==> src/rtl/instr_loader_pkg.sv <==
// Shared types and constants for the instruction-memory loader.
//   loader_state_t : loader FSM state encoding
//   instr_word_t   : 32-bit instruction word, shared with the instruction memory
//   LEN_BYTES      : number of length-header bytes (little-endian)
//   BYTES_PER_WORD : stream bytes per instruction word
package instr_loader_pkg;

  localparam int LEN_BYTES      = 2;
  localparam int BYTES_PER_WORD = 4;

  typedef logic [31:0] instr_word_t;

  typedef enum logic [2:0] {
    S_IDLE   = 3'd0,
    S_LEN_LO = 3'd1,
    S_LEN_HI = 3'd2,
    S_DATA   = 3'd3,
    S_WRITE  = 3'd4,
    S_DONE   = 3'd5,
    S_ERR    = 3'd6,
    S_CHECK  = 3'd7
  } loader_state_t;

endpackage

==> src/rtl/word_assembler.sv <==
// Packs little-endian stream bytes into 32-bit instruction words.
// Ports:
//   clk, rst_n : clock, async active-low reset
//   clear      : restart assembly at byte 0 (new load)
//   shift_en   : a byte is transferred this cycle
//   byte_in    : the transferred byte
//   word       : assembled word (first byte in [7:0], fourth in [31:24])
//   word_full  : the byte shifted in this cycle completes the word
module word_assembler
  import instr_loader_pkg::*;
(
  input  logic        clk,
  input  logic        rst_n,
  input  logic        clear,
  input  logic        shift_en,
  input  logic [7:0]  byte_in,
  output instr_word_t word,
  output logic        word_full
);

  logic [1:0] byte_cnt;

  assign word_full = shift_en && (byte_cnt == 2'(BYTES_PER_WORD - 1));

  // Shifting in from the top leaves the first byte in [7:0] after four shifts.
  always_ff @(posedge clk or negedge rst_n) begin
    if (!rst_n) begin
      word     <= '0;
      byte_cnt <= '0;
    end else if (clear) begin
      word     <= '0;
      byte_cnt <= '0;
    end else if (shift_en) begin
      word     <= {byte_in, word[31:8]};
      byte_cnt <= byte_cnt + 2'd1;
    end
  end

endmodule

==> src/rtl/instr_mem_loader.sv <==
// Streams a program image from a byte source into the instruction memory.
// Stream format: 16-bit little-endian word count, then 4 little-endian bytes
// per word. Words are written at consecutive word addresses from 0.
// Optional build macro LOADER_CHECKSUM_EN: one trailing byte must equal the
// XOR of all data bytes (header excluded), otherwise the load ends in error.
// Ports:
//   clk, rst_n             : clock, async active-low reset
//   start                  : begin a load (honoured in IDLE/DONE/ERR only)
//   byte_valid/byte_data   : byte source; transfer = byte_valid & byte_ready
//   byte_ready             : loader accepts a byte this cycle
//   mem_we/mem_addr/mem_wdata : instruction memory write port (word index)
//   busy, done, error      : status; done/error held until the next start
//   word_count             : words written in the current load
//
// state    | meaning
// ---------+---------------------------------------------------------
// S_IDLE   | after reset, waiting for start
// S_LEN_LO | accept length byte [7:0]
// S_LEN_HI | accept length byte [15:8], route to DONE/ERR/DATA
// S_DATA   | accept data bytes into the word assembler
// S_WRITE  | one-cycle memory write of the assembled word
// S_CHECK  | accept and compare the checksum byte (checksum build only)
// S_DONE   | load completed, done=1
// S_ERR    | load aborted, error=1
module instr_mem_loader
  import instr_loader_pkg::*;
#(
  parameter int DEPTH  = 1024,
  parameter int ADDR_W = $clog2(DEPTH)
) (
  input  logic              clk,
  input  logic              rst_n,
  input  logic              start,
  input  logic              byte_valid,
  input  logic [7:0]        byte_data,
  output logic              byte_ready,
  output logic              mem_we,
  output logic [ADDR_W-1:0] mem_addr,
  output instr_word_t       mem_wdata,
  output logic              busy,
  output logic              done,
  output logic              error,
  output logic [ADDR_W:0]   word_count
);

  loader_state_t state, state_nxt;
  logic [15:0]   len;
  logic          start_load;
  logic          shift_en;
  logic          word_full;
  logic [16:0]   len_full;
  logic [16:0]   count_inc;
  logic          last_word;

  // Length candidate while the high byte is on the bus.
  assign len_full  = {1'b0, byte_data, len[7:0]};
  assign count_inc = 17'(word_count) + 17'd1;
  assign last_word = (count_inc == {1'b0, len});
  assign shift_en  = (state == S_DATA) && byte_valid;

  assign done  = (state == S_DONE);
  assign error = (state == S_ERR);

`ifdef LOADER_CHECKSUM_EN
  logic [7:0] csum;

  always_ff @(posedge clk or negedge rst_n) begin
    if (!rst_n) begin
      csum <= '0;
    end else if (start_load) begin
      csum <= '0;
    end else if (shift_en) begin
      csum <= csum ^ byte_data;
    end
  end
`endif

  word_assembler u_asm (
    .clk      (clk),
    .rst_n    (rst_n),
    .clear    (start_load),
    .shift_en (shift_en),
    .byte_in  (byte_data),
    .word     (mem_wdata),
    .word_full(word_full)
  );

  always_ff @(posedge clk or negedge rst_n) begin
    if (!rst_n) begin
      state <= S_IDLE;
    end else begin
      state <= state_nxt;
    end
  end

  always_comb begin
    state_nxt  = state;
    byte_ready = 1'b0;
    mem_we     = 1'b0;
    busy       = 1'b0;
    start_load = 1'b0;
    case (state)
      S_IDLE, S_DONE, S_ERR: begin
        if (start) begin
          start_load = 1'b1;
          state_nxt  = S_LEN_LO;
        end
      end
      S_LEN_LO: begin
        byte_ready = 1'b1;
        busy       = 1'b1;
        if (byte_valid) state_nxt = S_LEN_HI;
      end
      S_LEN_HI: begin
        byte_ready = 1'b1;
        busy       = 1'b1;
        if (byte_valid) begin
          if (len_full == 17'd0)             state_nxt = S_DONE;
          else if (len_full > 17'(DEPTH))    state_nxt = S_ERR;
          else                               state_nxt = S_DATA;
        end
      end
      S_DATA: begin
        byte_ready = 1'b1;
        busy       = 1'b1;
        if (word_full) state_nxt = S_WRITE;
      end
      S_WRITE: begin
        mem_we = 1'b1;
        busy   = 1'b1;
`ifdef LOADER_CHECKSUM_EN
        state_nxt = last_word ? S_CHECK : S_DATA;
`else
        state_nxt = last_word ? S_DONE : S_DATA;
`endif
      end
`ifdef LOADER_CHECKSUM_EN
      S_CHECK: begin
        byte_ready = 1'b1;
        busy       = 1'b1;
        if (byte_valid) state_nxt = (byte_data == csum) ? S_DONE : S_ERR;
      end
`endif
      default: state_nxt = S_IDLE;
    endcase
  end

  always_ff @(posedge clk or negedge rst_n) begin
    if (!rst_n) begin
      len <= '0;
    end else if (byte_valid && state == S_LEN_LO) begin
      len[7:0] <= byte_data;
    end else if (byte_valid && state == S_LEN_HI) begin
      len[15:8] <= byte_data;
    end
  end

  // Address holds at DEPTH-1 after the final write instead of wrapping to 0.
  always_ff @(posedge clk or negedge rst_n) begin
    if (!rst_n) begin
      word_count <= '0;
      mem_addr   <= '0;
    end else if (start_load) begin
      word_count <= '0;
      mem_addr   <= '0;
    end else if (state == S_WRITE) begin
      word_count <= word_count + (ADDR_W+1)'(1);
      if (mem_addr != ADDR_W'(DEPTH - 1)) mem_addr <= mem_addr + ADDR_W'(1);
    end
  end

endmodule

==> config.mk <==
export PLATFORM = sky130hd
export DESIGN_NAME = instr_mem_loader
export DESIGN_NICKNAME = d
export VERILOG_FILES = /design/src/rtl/instr_loader_pkg.sv /design/src/rtl/word_assembler.sv /design/src/rtl/instr_mem_loader.sv
export SDC_FILE = /design/constraint.sdc
export NUM_CORES = 1
export LEC_CHECK = 0
export BUFFER_PORTS_ARGS = -buffer_cell sky130_fd_sc_hd__buf_4
export CELL_PAD_IN_SITES_DETAIL_PLACEMENT = 2
export CELL_PAD_IN_SITES_GLOBAL_PLACEMENT = 2
export CORE_MARGIN = 5
export CORE_UTILIZATION = 36
export DETAILED_ROUTE_END_ITERATION = 16
export HOLD_SLACK_MARGIN = 0.12
export PLACE_DENSITY_LB_ADDON = 0.1
export SYNTH_ARGS = -nofsm -noshare
export SYNTH_HDL_FRONTEND = slang
export SYNTH_SLANG_ARGS = --single-unit
==> constraint.sdc <==
create_clock -name clk -period 7 [get_ports clk]
set_input_delay 0.35 -clock clk [delete_from_list [all_inputs] [get_ports clk]]
set_output_delay 0.35 -clock clk [all_outputs]
set_load 0.01 [all_outputs]
Yosys cells after proc, flatten, opt, wreduce, memory -nomap -nowiden
Cells that the tools add are included.
{ "totals": {"reg_bits": 74, "in_bits": 12, "out_inout_bits": 58, "wordCells": 63} }
{ "classes": {"add_sub_neg": 4, "n_lt_le_gt_ge": 1, "n_eq_ne": 13, "n_mux": 22, "bitwise": 1, "reduce_logical": 15} }
{ "op_table": {"columns": ["op", "count"], "rows": [
  ["32-bit 2-to-1 mux", 2],
  ["10-bit 2-to-1 mux", 3],
  ["11-bit 2-to-1 mux", 2],
  ["3-bit 2-to-1 mux", 7],
  ["17-bit zero test", 1],
  ["12-bit by 16-bit == test with 1-bit output", 1],
  ["16-bit by 11-bit > comparator with 1-bit output (second input constant)", 1],
  ["3-bit one-hot mux with 5 select lines", 1],
  ["11-bit by 1-bit adder with 12-bit output (second input constant)", 1],
  ["11-bit by 1-bit adder with 11-bit output (second input constant)", 1],
  ["10-bit by 1-bit adder with 10-bit output (second input constant)", 1],
  ["10-bit != test (second input constant)", 1],
  ["3-bit == test (second input constant)", 3],
  ["3-bit by 2-bit == test with 1-bit output (second input constant)", 2],
  ["2-bit != test (second input constant)", 3],
  ["2-bit nonzero test", 3],
  ["3-bit OR reduction", 2],
  ["1-bit 2-to-1 mux", 5],
  ["1-bit logical AND", 4],
  ["2-bit 2-to-1 mux", 2],
  ["2-bit AND reduction", 2],
  ["4-bit AND reduction", 1],
  ["4-bit OR reduction", 1],
  ["3-bit by 1-bit == test with 1-bit output (second input constant)", 1],
  ["5 further kinds", 5]
]} }

Depth between registers and ports, before layout
{ "logic_depth": {"ltp_word": 5, "depth_mapped": 8, "mapped_depth_nobuf": 8} }

Cells and area by module
Synthesis repeated with hierarchy kept, for this count alone.
{ "unflattened": {"cells_unflattened": 345, "hier_area_um2": 3707.3} }
{ "by_module_without_submodules": {"columns": ["mod", "instances", "cells_each", "area_per_inst_um2", "seq_area_each_um2"], "rows": [
  ["instr_mem_loader", 1, 233, 2279.7, 1001.0],
  ["word_assembler", 1, 112, 1427.6, 850.8]
]} }

Worst setup path before layout
OpenSTA, ideal clock, no wires.
{ "synth_timing": {"path_type": "flip-flop to flip-flop", "start": "register word_count[0]", "end": "register state[1]", "setup_time_ns": 0.124, "arrival_ns": 2.370, "t_required_ns": 6.876, "setup_slack_ns": 4.507, "path_stages_with_launch": 9, "path_buffers": 1, "synth_period_minus_slack_ns": 2.493, "cell_sequence": "dfrtp_1 ha_1 clkbuf_1 nor4bb_1 o211ai_1 a32oi_1 a211o_1 or4_1 a211o_1"} }
{ "synth_between": {"elab_chain_cells": 4} }
{ "synth_rtl": {"columns": ["element", "line_no", "rtl"], "rows": [
  ["from (decl)", "instr_mem_loader.sv:43", "output logic [ADDR_W:0] word_count"],
  ["from (signal assigned)", "instr_mem_loader.sv:167", "word_count <= word_count + (ADDR_W+1)'(1);"],
  ["11-bit by 1-bit adder with 12-bit output", "instr_mem_loader.sv:57", "assign count_inc = 17'(word_count) + 17'd1;"],
  ["12-bit by 16-bit == test with 1-bit output", "instr_mem_loader.sv:58", "assign last_word = (count_inc == {1'b0, len});"],
  ["3-bit 2-to-1 mux", "instr_mem_loader.sv:134", "state_nxt = last_word ? S_DONE : S_DATA;"],
  ["3-bit one-hot mux with 5 select lines", "instr_mem_loader.sv:102", "case (state)"],
  ["to (signal assigned)", "instr_mem_loader.sv:92", "state <= state_nxt;"],
  ["to (decl)", "instr_mem_loader.sv:46", "loader_state_t state, state_nxt;"]
]} }
Every way passes these cells.
A chain may end at the register's enable or synchronous reset.

Worst setup path after layout
Same ends and word-level chain as after synthesis.

==> flow_metrics.env <==
export IMPL_status="finished, final reports clean"
export IMPL_nNetsFinal=467
export IMPL_yosysWarnings=0
export IMPL_drive_above_1_share=0.239
export IMPL_ys_async_sr_fraction=1.00
export IMPL_fp_coreArea_um2=9860
export IMPL_hold_slack_ns=0.140
export IMPL_syn_avg_cell_area_um2=9.35
export IMPL_power_clock_fraction=0.234
export IMPL_syn_cell_area_um2=3660
export IMPL_grt_max_degree=75
export IMPL_vias=3104
export IMPL_reg2reg_to="state[1]"
export IMPL_fp_dieH_um=111
export IMPL_initial_core_util=0.372
export IMPL_path_clk_slew_ns=0.09
export IMPL_cp_arrival_ns=3.02
export IMPL_sw_frac_of_total=0.381
export IMPL_synth_top_area_share=0.505
export IMPL_dp_final_hpwl_um=7520
export IMPL_grt_pass1_wl_um=18000
export IMPL_end_kind="flop"
export IMPL_worst_pin_slew_ns=0.969
export IMPL_area_growth_pct=22.8
export IMPL_fin_crit_sh=0.398
export IMPL_seq_power_share=0.421
export IMPL_rsz0062_at_grt="no"
export IMPL_leakage_nw=2.05
export IMPL_fin_cells=590
export IMPL_seq_area_frac_synth=0.505
export IMPL_pre_cts_slack_ns=4.28
export IMPL_ys_flop_type="dfrtp_1"
export IMPL_antenna_found_initial=0
export IMPL_fillers=1098
export IMPL_final_hold_viol_count=0
export IMPL_internal_power_mw=0.988
export IMPL_numCtsBuffers=9
export IMPL_cts_tree="done"
export IMPL_ant_nets=0
export IMPL_ff2ff_setup_slack_ns=4.21
export IMPL_wl_per_cell_um=18.4
export IMPL_grt_pass1_vias=3378
export IMPL_hold_buffers=0
export IMPL_gp_routability_congestion=0.807
export IMPL_r2r_start="word_count[0]"
export IMPL_drv_cap=0
export IMPL_drt_iter0_markers=99
export IMPL_post_route_util=0.456
export IMPL_power_switching_mw=0.608
export IMPL_powerDensity_nw_per_um2=355
export IMPL_syn_inst=392
export IMPL_fin_crit_ns=2.79
export IMPL_syn_nets=407
export IMPL_placed_area_um2=4280
export IMPL_clock_sinks=74
export IMPL_ctsRootBufferMaster="clkbuf_8"
export IMPL_drt_vias_per_instance=5.26
export IMPL_num_antenna_cells=0
export IMPL_clk_latency_ns=0.34
export IMPL_power_frac_comb=0.345
export IMPL_cts_resized_gates=0
export IMPL_synth_seq_cells=74
export IMPL_critical_path_class="reg -> reg"
export IMPL_design_area_um2=4500
export IMPL_finClkSkew_ns=0.00931
export IMPL_timing_fmax_mhz=359
export IMPL_synthDistinctLibCells=46
export IMPL_cp_required_ns=7.23
export IMPL_die_area_um2=12300
export IMPL_ios=70
export IMPL_finalMaxSlewViolations=0
export IMPL_rows=36
export IMPL_r2r_cells=7
export IMPL_vdd_drop_max_mv=0.128
export IMPL_slew_headroom=0.354
export IMPL_power_mw=1.60
export IMPL_cts_max_path_buffers=2
export IMPL_detail_route_wirelength_um=10900
export IMPL_synth_top_cell_by_area="dfrtp_1"
export IMPL_grt_ovfl_total=0
export IMPL_synth_edf_count=0
export IMPL_hp_class="in -> async"
export IMPL_worst_slack_ns=4.21
export IMPL_dp_cells=574
export IMPL_ys_top_cells_by_area="dfrtp_1, nand2_1, a21oi_1"
export IMPL_io_buffers=69
export IMPL_cp_start_kind="flop"
export IMPL_cts_max_level=3
export IMPL_first_pass_iters=4
export IMPL_drc=0
export IMPL_postCtsSetupBuffers=0
export IMPL_fin_setup_tns_ns=0
export IMPL_dieWidth_um=111
export IMPL_setup_viol=0
export IMPL_worst_path_max_fanout=8
export IMPL_grt_total_usage=0.177
[worst max-delay path: stages, from the launching register on]
cell and delay (ns):
dfrtp_1 0.55, ha_1 0.42, nand2_1 0.21, nor3_1 0.38, xnor2_1 0.21, nand4_1 0.13
or4_1 0.47, a211o_1 0.31
[flip-flops by register name, summed over array words and instances, names as in the netlist]
register and flops:
len 16, mem_addr 10, state 3, u_asm.byte_cnt 2
u_asm.word 32, word_count 11
[worst max path at each step]
stage / slack, ns / cells after the start / end / from
finish: 4.21 / 7 / state[1] / word_count[0]
global route: 3.97 / 8 / mem_addr[8] / state[0]
CTS: 4.20 / 7 / state[1] / word_count[0]
detailed placement: 4.28 / 7 / state[1] / word_count[0]
global placement: 4.46 / 7 / state[1] / word_count[0]
floorplan: 4.51 / 8 / state[1] / word_count[0]
[synth_stat cells, types with 2 or more instances]
cell type  number
a211o_1         2
and3_1          7
nor3_1          8
o21a_1          2
nand3b_1        2
and3b_1         4
nor4_1          3
nand3_1        10
or4_1           2
or3_1           2
nand2_1        86
dfrtp_1        74
clkbuf_1       19
nand4_1         2
o21bai_1        3
nor2b_1         4
o32ai_1         2
o21ai_0        16
ha_1            3
inv_1           3
nor3b_1         2
nor2_1         27
xnor2_1        13
nand2b_1        2
buf_1           2
o31ai_1         3
mux2_2         16
xor2_1         16
nand3_2         2
a21oi_1        39
[area by class of cell]
class                           count  area (um2)  area share
Multi-Input combinational cell    292        1710       0.380
Tap cell                          133         166      0.0370
Sequential cell                    74        1850       0.412
Clock inverter                      6        90.1      0.0200
Clock buffer                       10         128      0.0284
Timing Repair Buffer               72         541       0.120
Inverter                            3        11.3     0.00250
[logic make-up after synthesis]
kind of cell | synth area share
buffers and inverters | 0.0280
xor gates and xnor gates | 0.0693
muxes | 0.0492
and+or+nand+nor | 0.220
adders and majority gates | 0.0102
AOI/OAI and AO/OA | 0.118
DFF | 0.505
[power by group through the flow]
stage / Sequential (mW) / Clock (mW) / Combinational (mW)
2_1_floorplan: 0.643 / 0 / 0.351
3_3_place_gp: 0.669 / 0 / 0.539
3_5_place_dp: 0.679 / 0 / 0.559
4_1_cts: 0.673 / 0.386 / 0.564
5_1_grt: 0.690 / 0.404 / 0.610
6_report: 0.672 / 0.374 / 0.550
[cell usage in the layout (no fill, tap or decap), types with 3 or more instances in the layout]
cell	n
nand2_1	86
dfrtp_1	74
buf_4	72
a21oi_1	39
nor2_1	27
xor2_1	16
o21ai_0	16
mux2_2	16
xnor2_1	13
nand3_1	10
clkbuf_8	9
nor3_1	8
and3_1	7
and3b_1	4
nor2b_1	4
inv_1	3
o21bai_1	3
o31ai_1	3
nor4_1	3
ha_1	3
[layer usage]
| metal | track usage | vias to the layer above | share of wire |
|---|---|---|---|
| met4 | 0.0369 | 0 | 0.0072 |
| met2 | 0.308 | 45 | 0.51 |
| met1 | 0.228 | 1594 | 0.45 |
| li1 | - | 1458 | - |
| met3 | 0.0377 | 7 | 0.030 |
| met5 | 0 | - | 0 |
Power figures use the tool's default switching activity.
